$ cat config.mk
export PLATFORM = sky130hd
export DESIGN_NAME = load_store_unit
export DESIGN_NICKNAME = d
export VERILOG_FILES = /design/src/rtl/load_store_unit.sv
export SDC_FILE = /design/constraint.sdc
export NUM_CORES = 1
export LEC_CHECK = 0
export BUFFER_PORTS_ARGS = -buffer_cell sky130_fd_sc_hd__buf_4
export CAP_MARGIN = 20
export CORE_ASPECT_RATIO = 0.9
export CORE_UTILIZATION = 50
export DETAILED_ROUTE_END_ITERATION = 12
export PLACE_DENSITY_LB_ADDON = 0.08
export SLEW_MARGIN = 15
export SYNTH_ARGS = -nofsm -noshare
export SYNTH_HDL_FRONTEND = slang
export SYNTH_SLANG_ARGS = --single-unit
$ cat constraint.sdc
create_clock -name clk -period 1.8 [get_ports clk]
set_input_delay 0.09 -clock clk [delete_from_list [all_inputs] [get_ports clk]]
set_output_delay 0.09 -clock clk [all_outputs]
set_load 0.01 [all_outputs]
$ cat src/rtl/load_store_unit.sv
// rtl/load_store_unit.sv - RV32I load/store unit with alignment check, lane steering and bus timeout
module load_store_unit #(
    parameter int Width         = 32,
    parameter int TimeoutCycles = 255
) (
    input  logic             clk,
    input  logic             rst_n,
    input  logic             LS_Start,
    input  logic             LS_Write,
    input  logic [2:0]       LS_Funct3,
    input  logic [Width-1:0] Address,
    input  logic [Width-1:0] Store_Data,
    output logic             LS_Busy,
    output logic             LS_Done,
    output logic [Width-1:0] Load_Data,
    output logic             Misaligned,
    output logic             Bus_Error,
    output logic             Mem_Req,
    output logic             Mem_We,
    output logic [Width-1:0] Mem_Addr,
    output logic [Width-1:0] Mem_WData,
    output logic [3:0]       Mem_BE,
    input  logic [Width-1:0] Mem_RData,
    input  logic             Mem_Ack
);

    typedef enum logic [1:0] {IDLE, REQ, DONE} state_t;

    localparam logic [7:0] TO_LAST = 8'(TimeoutCycles - 1);

    state_t           state_q, state_d;
    logic [Width-1:0] addr_q, addr_d;
    logic             we_q, we_d;
    logic [2:0]       f3_q, f3_d;
    logic [3:0]       be_q, be_d;
    logic [Width-1:0] wdata_q, wdata_d;
    logic [7:0]       cnt_q, cnt_d;
    logic             mis_q, mis_d;
    logic             berr_q, berr_d;
    logic [Width-1:0] load_q, load_d;

    logic             legal;
    logic             aligned;
    logic [3:0]       be_new;
    logic [Width-1:0] wdata_new;
    logic [7:0]       rbyte;
    logic [15:0]      rhalf;
    logic [Width-1:0] rext;

    // Decode the incoming instruction: legality, alignment, byte enables and steered store data
    always_comb begin
        legal     = 1'b0;
        aligned   = 1'b1;
        be_new    = 4'b1111;
        wdata_new = Store_Data;
        case (LS_Funct3)
            3'b000, 3'b001, 3'b010: legal = 1'b1;
            3'b100, 3'b101:         legal = !LS_Write;
            default:                legal = 1'b0;
        endcase
        case (LS_Funct3[1:0])
            2'b01:   aligned = !Address[0];
            2'b10:   aligned = (Address[1:0] == 2'b00);
            default: aligned = 1'b1;
        endcase
        case (LS_Funct3[1:0])
            2'b00: begin
                wdata_new = {4{Store_Data[7:0]}};
                if (LS_Write) be_new = 4'b0001 << Address[1:0];
            end
            2'b01: begin
                wdata_new = {2{Store_Data[15:0]}};
                if (LS_Write) be_new = 4'b0011 << {Address[1], 1'b0};
            end
            default: begin
                wdata_new = Store_Data;
                be_new    = 4'b1111;
            end
        endcase
    end

    // Select the addressed lane of the returned word and extend it
    always_comb begin
        case (addr_q[1:0])
            2'b00:   rbyte = Mem_RData[7:0];
            2'b01:   rbyte = Mem_RData[15:8];
            2'b10:   rbyte = Mem_RData[23:16];
            default: rbyte = Mem_RData[31:24];
        endcase
        rhalf = addr_q[1] ? Mem_RData[31:16] : Mem_RData[15:0];
        case (f3_q)
            3'b000:  rext = {{24{rbyte[7]}}, rbyte};
            3'b100:  rext = {24'b0, rbyte};
            3'b001:  rext = {{16{rhalf[15]}}, rhalf};
            3'b101:  rext = {16'b0, rhalf};
            default: rext = Mem_RData;
        endcase
    end

    // Next-state logic: accept in IDLE, wait for ack or timeout in REQ, pulse completion in DONE
    always_comb begin
        state_d = state_q;
        addr_d  = addr_q;
        we_d    = we_q;
        f3_d    = f3_q;
        be_d    = be_q;
        wdata_d = wdata_q;
        cnt_d   = cnt_q;
        mis_d   = mis_q;
        berr_d  = berr_q;
        load_d  = load_q;
        case (state_q)
            IDLE: begin
                if (LS_Start) begin
                    addr_d  = Address;
                    we_d    = LS_Write;
                    f3_d    = LS_Funct3;
                    be_d    = be_new;
                    wdata_d = wdata_new;
                    cnt_d   = 8'd0;
                    if (legal && aligned) begin
                        state_d = REQ;
                    end else begin
                        state_d = DONE;
                        mis_d   = 1'b1;
                    end
                end
            end
            REQ: begin
                if (Mem_Ack) begin
                    state_d = DONE;
                    if (!we_q) load_d = rext;
                end else if (cnt_q == TO_LAST) begin
                    state_d = DONE;
                    berr_d  = 1'b1;
                end else begin
                    cnt_d = cnt_q + 8'd1;
                end
            end
            DONE: begin
                state_d = IDLE;
                mis_d   = 1'b0;
                berr_d  = 1'b0;
            end
            default: state_d = IDLE;
        endcase
    end

    // State and datapath registers, cleared asynchronously
    always_ff @(posedge clk or negedge rst_n) begin
        if (!rst_n) begin
            state_q <= IDLE;
            addr_q  <= '0;
            we_q    <= 1'b0;
            f3_q    <= 3'b0;
            be_q    <= 4'b0;
            wdata_q <= '0;
            cnt_q   <= 8'd0;
            mis_q   <= 1'b0;
            berr_q  <= 1'b0;
            load_q  <= '0;
        end else begin
            state_q <= state_d;
            addr_q  <= addr_d;
            we_q    <= we_d;
            f3_q    <= f3_d;
            be_q    <= be_d;
            wdata_q <= wdata_d;
            cnt_q   <= cnt_d;
            mis_q   <= mis_d;
            berr_q  <= berr_d;
            load_q  <= load_d;
        end
    end

    assign Mem_Req    = (state_q == REQ);
    assign Mem_We     = Mem_Req & we_q;
    assign Mem_BE     = Mem_Req ? be_q : 4'b0;
    assign Mem_Addr   = {addr_q[Width-1:2], 2'b00};
    assign Mem_WData  = wdata_q;
    assign LS_Done    = (state_q == DONE);
    assign LS_Busy    = (state_q == REQ) | ((state_q == IDLE) & LS_Start);
    assign Misaligned = mis_q;
    assign Bus_Error  = berr_q;
    assign Load_Data  = load_q;

endmodule

==> summary.md, run 1 <==
| Metric | Value |
|---|---|
| Gpl congestion | ~0.85 |
| N_diodes | 0 |
| Hold violation total from the final report | 0 |
| Post-Synthesis Cells | around 640 |
| DRC Markers | 0 |
| Final setup vio count | 0 |
| Peak VDD IR | approximately 0.76 mV |
| Fin crit share | a little over 90% |
| Fillers | approximately 760 |
| Worst-Margin Slew | ~0.52 ns |
| RSZ-0062 raised after global routing | no |
| Reg2reg setup slack | roughly 0.13 ns |
| R2r startpoint | addr_q[0]$_DFFE_PN0P_ |
| Fmax | 599 MHz |
| CTS H-tree depth | 4 |
| I/O pin cnt | 210 |
| Synth cell types | 50 |
| Largest family of logic cells by synthesized area | simple AND/OR/NAND/NOR gates |
| Initial Util | approximately 52% |
| Sequential share of the synthesized area | 50.6% |
| WL final | approximately 17000 um |
| Arr. time, crit path | 1.94 ns |
| Setup TNS Final | 0 ns |
| Die width | between 100 and 150 um |
| Compound-Gate Fraction of Synth Area | 13.8% |
| Final Skew | roughly 0.0059 ns |
| Max clock buf depth | 2 |
| Critical Path End | Load_Data[10]$_DFFE_PN0P_ |
| Crit path cell chain | mux4_2 -> a211oi_4 -> a21oi_1 |
| Dpl cells | roughly 950 |
| Root buffer cell | clkbuf_16 |
| Non-filler cells, final | around 1100 |
| Worst-skew pair later-pin latency | 0.41 ns |
| Outcome | finished clean |
| Post-synthesis simple-gate area fraction | 21.5% |
| Final Core Density | between 70% and 80% |
| GR Util All Layers | between 20 and 30% |
| Worst EP required | between 2 and 2.5 ns |
| P per Cell Area | between 1000 and 1500 mW/mm^2 |
| WL/cell | 16.0 um |
| DIE AREA | around 0.012 mm^2 |
| Lkg Pwr | 4.29 nW |
| Leading area contributor after synthesis | dfrtp_1 |
| Reg2Reg Depth | 3 |
| Post-route ant nets | 0 |
| Fin. max-slew vios | 0 |
| Largest net degree at the start of global routing | 73 |
| Die height | a little over 100 um |
| Post-synthesis xor/xnor area fraction | 0% |
| Total chip power | between 10 and 15 mW |
| Overflow after GRT | 0 |
| Critical path launch point | addr_q[0]$_DFFE_PN0P_ |
| Critical R2R Capture | Load_Data[10]$_DFFE_PN0P_ |
| Most common cell after layout, fill and taps aside | buf_4 |
| Yosys top cell area share | 50.6% |
| Vias per inst | between 5 and 6 |
| Cell Area, Synth | between 0.005 and 0.006 mm^2 |
| Final Critical Period | between 1.5 and 2 ns |
| Cell Rows | 36 |
| Worst Setup End Kind | flip-flop |
| Mux share of post-synthesis cell area | 5.26% |
| Yosys warnings | 0 |
| Vias in the first global route | between 5000 and 6000 |
| Synth top area cells | dfrtp_1 (51%), nand2_1 (12%), buf_4 (4.5%) |
| #FFs+latches synth | approximately 120 |
| Antenna violations before repair | 0 |
| Post-CTS Setup Bufs | 0 |
| Synth Area in Adders | under 10% |
| 1st-pass router iterations | 5 |
| Initial DRC count | about 380 |
| Sink Count | around 120 |
| Worst path slowest cell | mux4_2 |
| Max-cap violations | 0 |
| DR vias | 5514 |
| CP Launch Type | flip-flop |
| Crit path kind | reg2reg |
| Hpwl dp | 10800 um |
| Slowest stage delay, CP | 0.55 ns |
| CTS clk-pin slew, worst paths | roughly 0.050 ns |
| Worst Hold Class | in2reg |
| I/O Buffers | 207 |
| Max_slew headroom | between 60% and 70% |
| Area Growth Syn to Fin | 50.1% |
| Share of cells above drive strength 1 | between 30% and 40% |
| Worst Path Max Fanout | 8 |
| Syn_area_per_cell | between 8 and 9 um^2 |
| First-pass GRT wire length | around 27000 um |
| Core Footprint | 0.0110 mm^2 |
| Layout Nets | 1005 |
| Most frequent cells in the layout | buf_4 (221), nand2_1 (187), dfrtp_1 (115) |
| CTS tree | built |
| Total CTS buffers | 17 |
==> synthesized netlist by cell type (all sizes together) <==
library cell,n
clkbuf,17
o211ai,3
o21ai,52
and3,1
nor3,2
a22o,9
nand2b,14
nand3b,9
o41ai,1
ha,5
mux2i,20
o221ai,1
nand4,1
o2bb2a,1
o22ai,2
nand2,187
a21o,2
nor2,40
nor2b,10
and2b,1
or3,2
mux4,1
a221oi,8
and4bb,1
o311ai,2
o21bai,2
dfrtp,116
and3b,1
conb,1
and2,6
clkinv,1
o2111ai,1
mux2,7
or4,3
a211oi,1
inv,6
nand3,3
a21oi,43
o22a,1
or2b,1
buf,52
==> cells by family after synthesis <==
group                      count (synthesis)
adders and majority gates                  5
buffers and inverters                     76
AOI/OAI and AO/OA                        129
DFF                                      116
and+or+nand+nor                          282
muxes                                     28
other                                      1
==> state kept, by name (all words and copies together) (netlist names) <==
register	flops
cnt_q	8
state_q	2
f3_q	3
Bus_Error	1
we_q	1
Load_Data	32
be_q	4
addr_q	32
Mem_WData	32
Misaligned	1
==> layout make-up <==
type	count	area (um^2)	share of cell area [%]
timing repair buffer	307	2560	29.7
clock buffer	22	464	5.39
sequential	116	2900	33.7
clock inverter	7	35.0	0.407
multi-input combinational	447	2420	28.2
inverter	7	27.5	0.320
tap	152	190	2.21
==> stage by stage <==
stage	hold WS [ns]	instance area [um^2]	setup slack (ns)
finish	0.00672	8610	0.129
global route	0.00980	8610	0.0455
CTS	0.00110	8590	0.0207
detailed placement	0.0915	7270	0.0504
global placement	0.0904	7270	0.115
floorplan	-0.206	5740	0.335
==> how the worst min path moves through the flow <==
stage	start	end	slack, ns	depth (start not counted)
2_1_floorplan	rst_n	Bus_Error$_DFFE_PN0P_	-0.21	0
3_3_place_gp	rst_n	addr_q[21]$_DFFE_PN0P_	0.09	1
3_5_place_dp	rst_n	addr_q[21]$_DFFE_PN0P_	0.09	1
4_1_cts	LS_Funct3[1]	f3_q[1]$_DFFE_PN0P_	0.001	3
5_1_grt	Store_Data[22]	Mem_WData[22]$_DFFE_PN0P_	0.01	3
6_report	LS_Funct3[1]	f3_q[1]$_DFFE_PN0P_	0.007	3
==> where the power goes <==
part | internal, mW | switching (mW) | leakage (nW)
clock network | 1.78 | 1.11 | 0.255
registers | 3.50 | 0.592 | 1.42
logic | 1.98 | 1.96 | 2.62
==> what timing repair did <==
item,CTS,global route
endpoints found under the setup margin,1,31
cloned,0,1
hold buffers,82,0
gates resized for setup,1,3
hold endpoints to repair,115,0
==> metal layers <==
| metal | vias up | routed length (um) | global-route usage (%) | share of wire (%) |
|---|---|---|---|---|
| met5 | - | 0 | 0 | 0 |
| li1 | 2607 | - | - | - |
| met1 | 2635 | 6950 | 36.7 | 41 |
| met2 | 232 | 8360 | 46.9 | 49 |
| met3 | 40 | 1180 | 7.90 | 7.0 |
| met4 | 0 | 421 | 11.4 | 2.5 |
==> worst max-delay path: cells and delay by family (launching register included) <==
family,cells,cell delay [ns]
AOI/OAI and AO/OA,2,0.57
DFF,1,0.41
muxes,1,0.55
Power figures use the tool's default switching activity.
==> run 2: changes to the inputs <==
--- a/config.mk
+++ b/config.mk
@@ -10,7 +10,7 @@
 export CORE_ASPECT_RATIO = 0.9
 export CORE_UTILIZATION = 50
 export DETAILED_ROUTE_END_ITERATION = 12
-export PLACE_DENSITY_LB_ADDON = 0.08
+export PLACE_DENSITY = 0.8
 export SLEW_MARGIN = 15
 export SYNTH_ARGS = -nofsm -noshare
 export SYNTH_HDL_FRONTEND = slang
==> summary.md, run 2 (same netlist as run 1, synthesis figures left out) <==
| Metric | Value |
|---|---|
| Outcome | finished clean |
| Vias in the first global route | 6058 |
| 1st-pass router iterations | 5 |
| WL final | approximately 19000 um |
| Hpwl dp | around 11000 um |
| Worst Setup End Kind | flip-flop |
| CTS H-tree depth | 4 |
| Reg2reg setup slack | between 0.1 and 0.15 ns |
| Setup TNS Final | 0 ns |
| Lkg Pwr | approximately 4.4 nW |
| Gpl congestion | around 0.89 |
| N_diodes | 0 |
| Worst-skew pair later-pin latency | roughly 0.42 ns |
| Final setup vio count | 0 |
| Worst EP required | around 2.1 ns |
| Layout Nets | ~1000 |
| Most frequent cells in the layout | buf_4 (224), nand2_1 (187), dfrtp_1 (116) |
| Most common cell after layout, fill and taps aside | buf_4 |
| Fillers | between 600 and 700 |
| P per Cell Area | 1340 mW/mm^2 |
| Final Critical Period | ~1.7 ns |
| DIE AREA | approximately 0.012 mm^2 |
| Fmax | 594 MHz |
| Die width | approximately 110 um |
| GR Util All Layers | between 30% and 40% |
| Critical Path End | cnt_q[5]$_DFFE_PN0P_ |
| Max-cap violations | 0 |
| Reg2Reg Depth | 6 |
| Critical path launch point | cnt_q[0]$_DFFE_PN0P_ |
| Area occupied by multi-input gates | around 0.0024 mm^2 |
| Total CTS buffers | 17 |
| Final Core Density | between 70% and 80% |
| Critical R2R Capture | cnt_q[5]$_DFFE_PN0P_ |
| Initial DRC count | around 420 |
| Crit path cell chain | inv_1 -> ha_1 -> nand3_1 -> nor3_1 -> or4_1 -> o21ai_1 |
| Fin. max-slew vios | 0 |
| CTS tree | built |
| DR vias | 5867 |
| Worst Hold Class | in2reg |
| Peak VDD IR | between 0.7 and 0.8 mV |
| DRC Markers | 0 |
| Total chip power | roughly 12 mW |
| Antenna violations before repair | 0 |
| Levels on crit path | 6 |
| First-pass GRT wire length | slightly above 30000 um |
| I/O Buffers | 207 |
| CP Launch Type | flip-flop |
| Cell Rows | 36 |
| Vias per inst | between 5 and 6 |
| Max clock buf depth | 2 |
| Crit path kind | reg2reg |
| CTS clk-pin slew, worst paths | 0.05 ns |
| Post-route cell area | 0.00879 mm^2 |
| Largest net degree at the start of global routing | 88 |
| Area Growth Syn to Fin | 53.4% |
| Die height | approximately 100 um |
| Core Footprint | roughly 0.011 mm^2 |
| Buf/Inv on CP | 1 |
| Sink Count | ~120 |
| Initial Util | 52.2% |
| RSZ-0062 raised after global routing | no |
| Worst-Margin Slew | 0.502 ns |
| Share of cells above drive strength 1 | ~30% |
| Placed cell area | between 0.007 and 0.008 mm^2 |
| Dpl cells | around 950 |
| Worst path slowest cell | or4_1 |
| Slowest stage delay, CP | about 0.50 ns |
| WL/cell | approximately 18 um |
| Hold violation total from the final report | 0 |
| Gate family responsible for the most delay along the worst path | simple AND/OR/NAND/NOR gates |
| Register area | approximately 0.0029 mm^2 |
| I/O pin cnt | between 200 and 250 |
| R2r startpoint | cnt_q[0]$_DFFE_PN0P_ |
| Overflow after GRT | 0 |
| Non-filler cells, final | between 1000 and 1500 |
| Arr. time, crit path | slightly above 2 ns |
| Final Skew | slightly above 0.006 ns |
| Fin crit share | between 90% and 100% |
| Root buffer cell | clkbuf_16 |
| Worst Path Max Fanout | 5 |
| Post-route ant nets | 0 |
| Max_slew headroom | 66.5% |
run 2: changes by cell type in the layout (fill, tap and decap cells not counted), sizes merged:
cell         change
clkinvlp         +1
nand2b           -1
dlygate4sd3      +5
buf              +4
bufinv           +4
clkbuf           -1
clkinv           -1
run 2: area by class of cell:
| type | count | area share (%) |
|---|---|---|
| clock buffer | 21 | 5.12 |
| tap | 152 | 2.16 |
| timing repair buffer | 316 | 30.2 |
| sequential | 116 | 33.0 |
| multi-input combinational | 446 | 27.4 |
| inverter | 7 | 0.313 |
| clock inverter | 11 | 1.79 |
run 2: through the flow:
| step | setup slack, ns | hold WS [ns] |
|---|---|---|
| final | 0.117 | 0.00605 |
| after global routing | 0.00102 | 0.0462 |
| after CTS | 0.0187 | 0.00335 |
| after detailed placement | 0.169 | 0.0296 |
| after global placement | 0.236 | 0.0301 |
| after floorplan | 0.335 | -0.206 |
run 2: tightest hold or removal path, stage by stage:
cell and delay, ns:
buf_4 0.07, o21ai_0 0.08, o21ai_0 0.14
run 2: how the worst min path moves through the flow:
stage | start | to | slack [ns] | cells past startpoint
6_report | Mem_RData[6] | Load_Data[6]$_DFFE_PN0P_ | 0.006 | 3
5_1_grt | Mem_RData[7] | Load_Data[7]$_DFFE_PN0P_ | 0.05 | 3
4_1_cts | LS_Funct3[1] | f3_q[1]$_DFFE_PN0P_ | 0.003 | 3
3_5_place_dp | rst_n | addr_q[17]$_DFFE_PN0P_ | 0.03 | 1
3_3_place_gp | rst_n | addr_q[17]$_DFFE_PN0P_ | 0.03 | 1
2_1_floorplan | rst_n | Bus_Error$_DFFE_PN0P_ | -0.21 | 0
run 2: what timing repair did:
action                                  CTS  global route
hold buffers                             87             0
resized for setup                         1             1
setup buffers                             0             2
endpoints found under the setup margin    1             1
endpoints found under the hold margin   202             0
run 2: power breakdown:
group / switching (mW) / leakage, nW / internal (mW)
sequential: 0.631 / 1.42 / 3.50
combinational: 2.09 / 2.66 / 2.00
clock: 1.19 / 0.300 / 2.33
total: 3.91 / 4.38 / 7.83
run 2: layer usage:
| metal | GRT usage (%) | part of all wire, % |
|---|---|---|
| met5 | 0 | 0 |
| met4 | 18.4 | 4.3 |
| met1 | 40.6 | 38 |
| met3 | 10.1 | 8.8 |
| met2 | 55.3 | 49 |
==> run 3: changes to the inputs <==
--- a/config.mk
+++ b/config.mk
@@ -5,10 +5,11 @@
 export SDC_FILE = /design/constraint.sdc
 export NUM_CORES = 1
 export LEC_CHECK = 0
+export ABC_AREA = 1
 export BUFFER_PORTS_ARGS = -buffer_cell sky130_fd_sc_hd__buf_4
 export CAP_MARGIN = 20
 export CORE_ASPECT_RATIO = 0.9
-export CORE_UTILIZATION = 50
+export CORE_UTILIZATION = 51
 export DETAILED_ROUTE_END_ITERATION = 12
 export PLACE_DENSITY = 0.8
 export SLEW_MARGIN = 15
==> summary.md, run 3 <==
| Metric | Value |
|---|---|
| Outcome | finished clean |
| CTS tree | built |
| Sink Count | 116 |
| Cell Area, Synth | between 0.006 and 0.007 mm^2 |
| Final Skew | about 0.008 ns |
| Fin. max-slew vios | 0 |
| CP Launch Type | primary input |
| Worst path slowest cell | dlygate4sd3_1 |
| Worst Hold Class | in2reg |
| Antenna violations before repair | 0 |
| P per Cell Area | about 1600 mW/mm^2 |
| Initial DRC count | 601 |
| Gate family responsible for the most delay along the worst path | buffers and inverters |
| WL/cell | approximately 16 um |
| Sequential share of the synthesized area | roughly half |
| CTS clk-pin slew, worst paths | ~0.050 ns |
| Buf/Inv on CP | 4 |
| #FFs+latches synth | 116 |
| Hpwl dp | 11700 um |
| Total CTS buffers | 17 |
| Placed cell area | around 0.0075 mm^2 |
| Vias in the first global route | ~6000 |
| Leading area contributor after synthesis | dfrtp_1 |
| 1st-pass router iterations | 5 |
| Grt met3 use | under 10% |
| Synth top area cells | dfrtp_1 (48%), nand2_1 (16%), o21ai_0 (5.3%) |
| RSZ-0062 raised after global routing | no |
| Initial Util | 52.5% |
| Slowest stage delay, CP | between 0.5 and 0.6 ns |
| Gpl congestion | 0.922 |
| Peak VDD IR | about 1.1 mV |
| GR Util All Layers | roughly a third |
| GRT met1 Usage | 37.2% |
| Final setup vio count | 0 |
| Post-route ant nets | 0 |
| CTS H-tree depth | 4 |
| Area Growth Syn to Fin | 46.5% |
| Most frequent cells in the layout | nand2_1 (249), buf_4 (221), dfrtp_1 (116) |
| First-pass GRT wire length | ~29000 um |
| Crit path kind | in2reg |
| Fmax | 584 MHz |
| Arr. time, crit path | 2.01 ns |
| DRC Markers | 0 |
| Die width | about 120 um |
| Most common cell after layout, fill and taps aside | nand2_1 |
| M2 GR Usage | about 52% |
| Predominant post-synthesis flop cell | dfrtp_1 |
| Final Core Density | about 77% |
| Post-synth EDFFs | 0 |
| Lkg Pwr | about 4.7 nW |
| Worst Path Max Fanout | 16 |
| Core Footprint | about 0.011 mm^2 |
| WL final | 18500 um |
| Post-Synthesis Cells | about 760 |
| Max clock buf depth | 2 |
| N_diodes | 0 |
| Largest net degree at the start of global routing | approximately 50 |
| Post-route cell area | approximately 0.0088 mm^2 |
| Worst-skew pair later-pin latency | just over 0.4 ns |
| Share of cells above drive strength 1 | 26.8% |
| Max-cap violations | 0 |
| Worst EP required | ~2.1 ns |
| Yosys warnings | 0 |
| Synth top cells by count | nand2_1 (249), dfrtp_1 (116), o21ai_0 (64) |
| Worst Setup End Kind | flip-flop |
| Most Used Layer, Global Route | met2 |
| Fin crit share | 95.1% |
| Die height | between 100 and 150 um |
| Layout Nets | 1125 |
| Hold violation total from the final report | 0 |
| Final Worst Setup Slack | roughly 0.088 ns |
| DR vias | between 6000 and 7000 |
| Synth cell types | 36 |
| Setup TNS Final | 0 ns |
| Yosys top cell area share | approximately 48% |
| I/O Buffers | approximately 210 |
| I/O pin cnt | between 200 and 250 |
| Vias per inst | slightly above 5 |
| Setup WS pre-CTS | about 0.24 ns |
| Root buffer cell | clkbuf_16 |
| Async SR Flop Fraction | between 90% and 100% |
| Post-cts resize count | 0 |
| Syn_area_per_cell | around 7.9 um^2 |
| DIE AREA | ~0.012 mm^2 |
| Crit path cell chain | dlygate4sd3_1 -> buf_4 -> inv_1 -> ha_1 -> inv_1 -> o21ai_0 -> a21oi_1 -> o21ai_0 |
| Overflow after GRT | 0 |
| Most frequent cell after synthesis | nand2_1 |
| Cell Rows | 37 |
| Final Critical Period | 1.71 ns |
-- run 3: per-layer routing --
| metal | share of wire [%] | wire [um] |
|---|---|---|
| met3 | 7.8 | 1450 |
| met4 | 4.2 | 783 |
| met5 | 0 | 0 |
| met1 | 39 | 7230 |
| met2 | 49 | 9080 |
-- run 3: final cells by class --
class	count	area, um^2
clock buffers	22	464
clock inverters	6	105
fillers	788	2650
inverters	67	254
multi-input cells	514	2380
flip-flops and latches	116	2900
well taps	156	195
repair buffers	300	2490
-- run 3: kinds of logic after synthesis --
logic type               after synthesis  share of synthesized area, %
AO/OA/AOI/OAI                        147                          13.0
XOR/XNOR                               1                         0.146
adder cells (fa/ha/maj)                5                          1.04
buffers and inverters                134                          12.1
flip-flops                           116                          48.4
other                                  1                        0.0625
AND/OR/NAND/NOR                      359                          25.3
-- run 3: worst reg2reg max path, cell delays in order (launching register included) --
cell and delay, ns:
dfrtp_1 0.46, nor2_8 0.16, nand3_4 0.24, inv_2 0.38
o21ai_1 0.13, o21ai_1 0.16
-- run 3: final timing paths --
check	depth (start not counted)	to	from	slack [ns]
setup reg to reg	5	Load_Data[7]$_DFFE_PN0P_	state_q[1]$_DFFE_PN0P_	0.20
hold / removal	4	Bus_Error$_DFFE_PN0P_	Mem_Ack	0.008
setup / recovery	8	Mem_WData[29]$_DFFE_PN0P_	LS_Funct3[0]	0.09
hold reg to reg	2	addr_q[8]$_DFFE_PN0P_	addr_q[8]$_DFFE_PN0P_	0.47
max in group asynchronous	3	state_q[1]$_DFFE_PN0P_	rst_n	1.06
min in group asynchronous	2	Load_Data[8]$_DFFE_PN0P_	rst_n	0.15
-- run 3: report_power, final --
part	internal [mW]	switching [mW]	leakage, nW	total, mW
sequential	3.77	0.776	1.43	4.54
combinational	2.63	3.23	2.97	5.86
clock	2.21	1.12	0.282	3.32
total	8.60	5.12	4.68	13.7
-- run 3: stage by stage --
step	power (mW)	instances	hold slack (ns)
after floorplan	7.85	764	-0.206
after global placement	9.91	1078	0.0356
after detailed placement	10.0	1078	0.0391
after CTS	13.5	1181	0.00466
after global routing	14.6	1181	0.0294
final	13.7	1181	0.00778
-- run 3: repair_timing --
item,in CTS,in global routing
hold endpoints to repair,173,0
setup endpoints to repair,0,0
buffers inserted,0,0
hold buffers,75,0
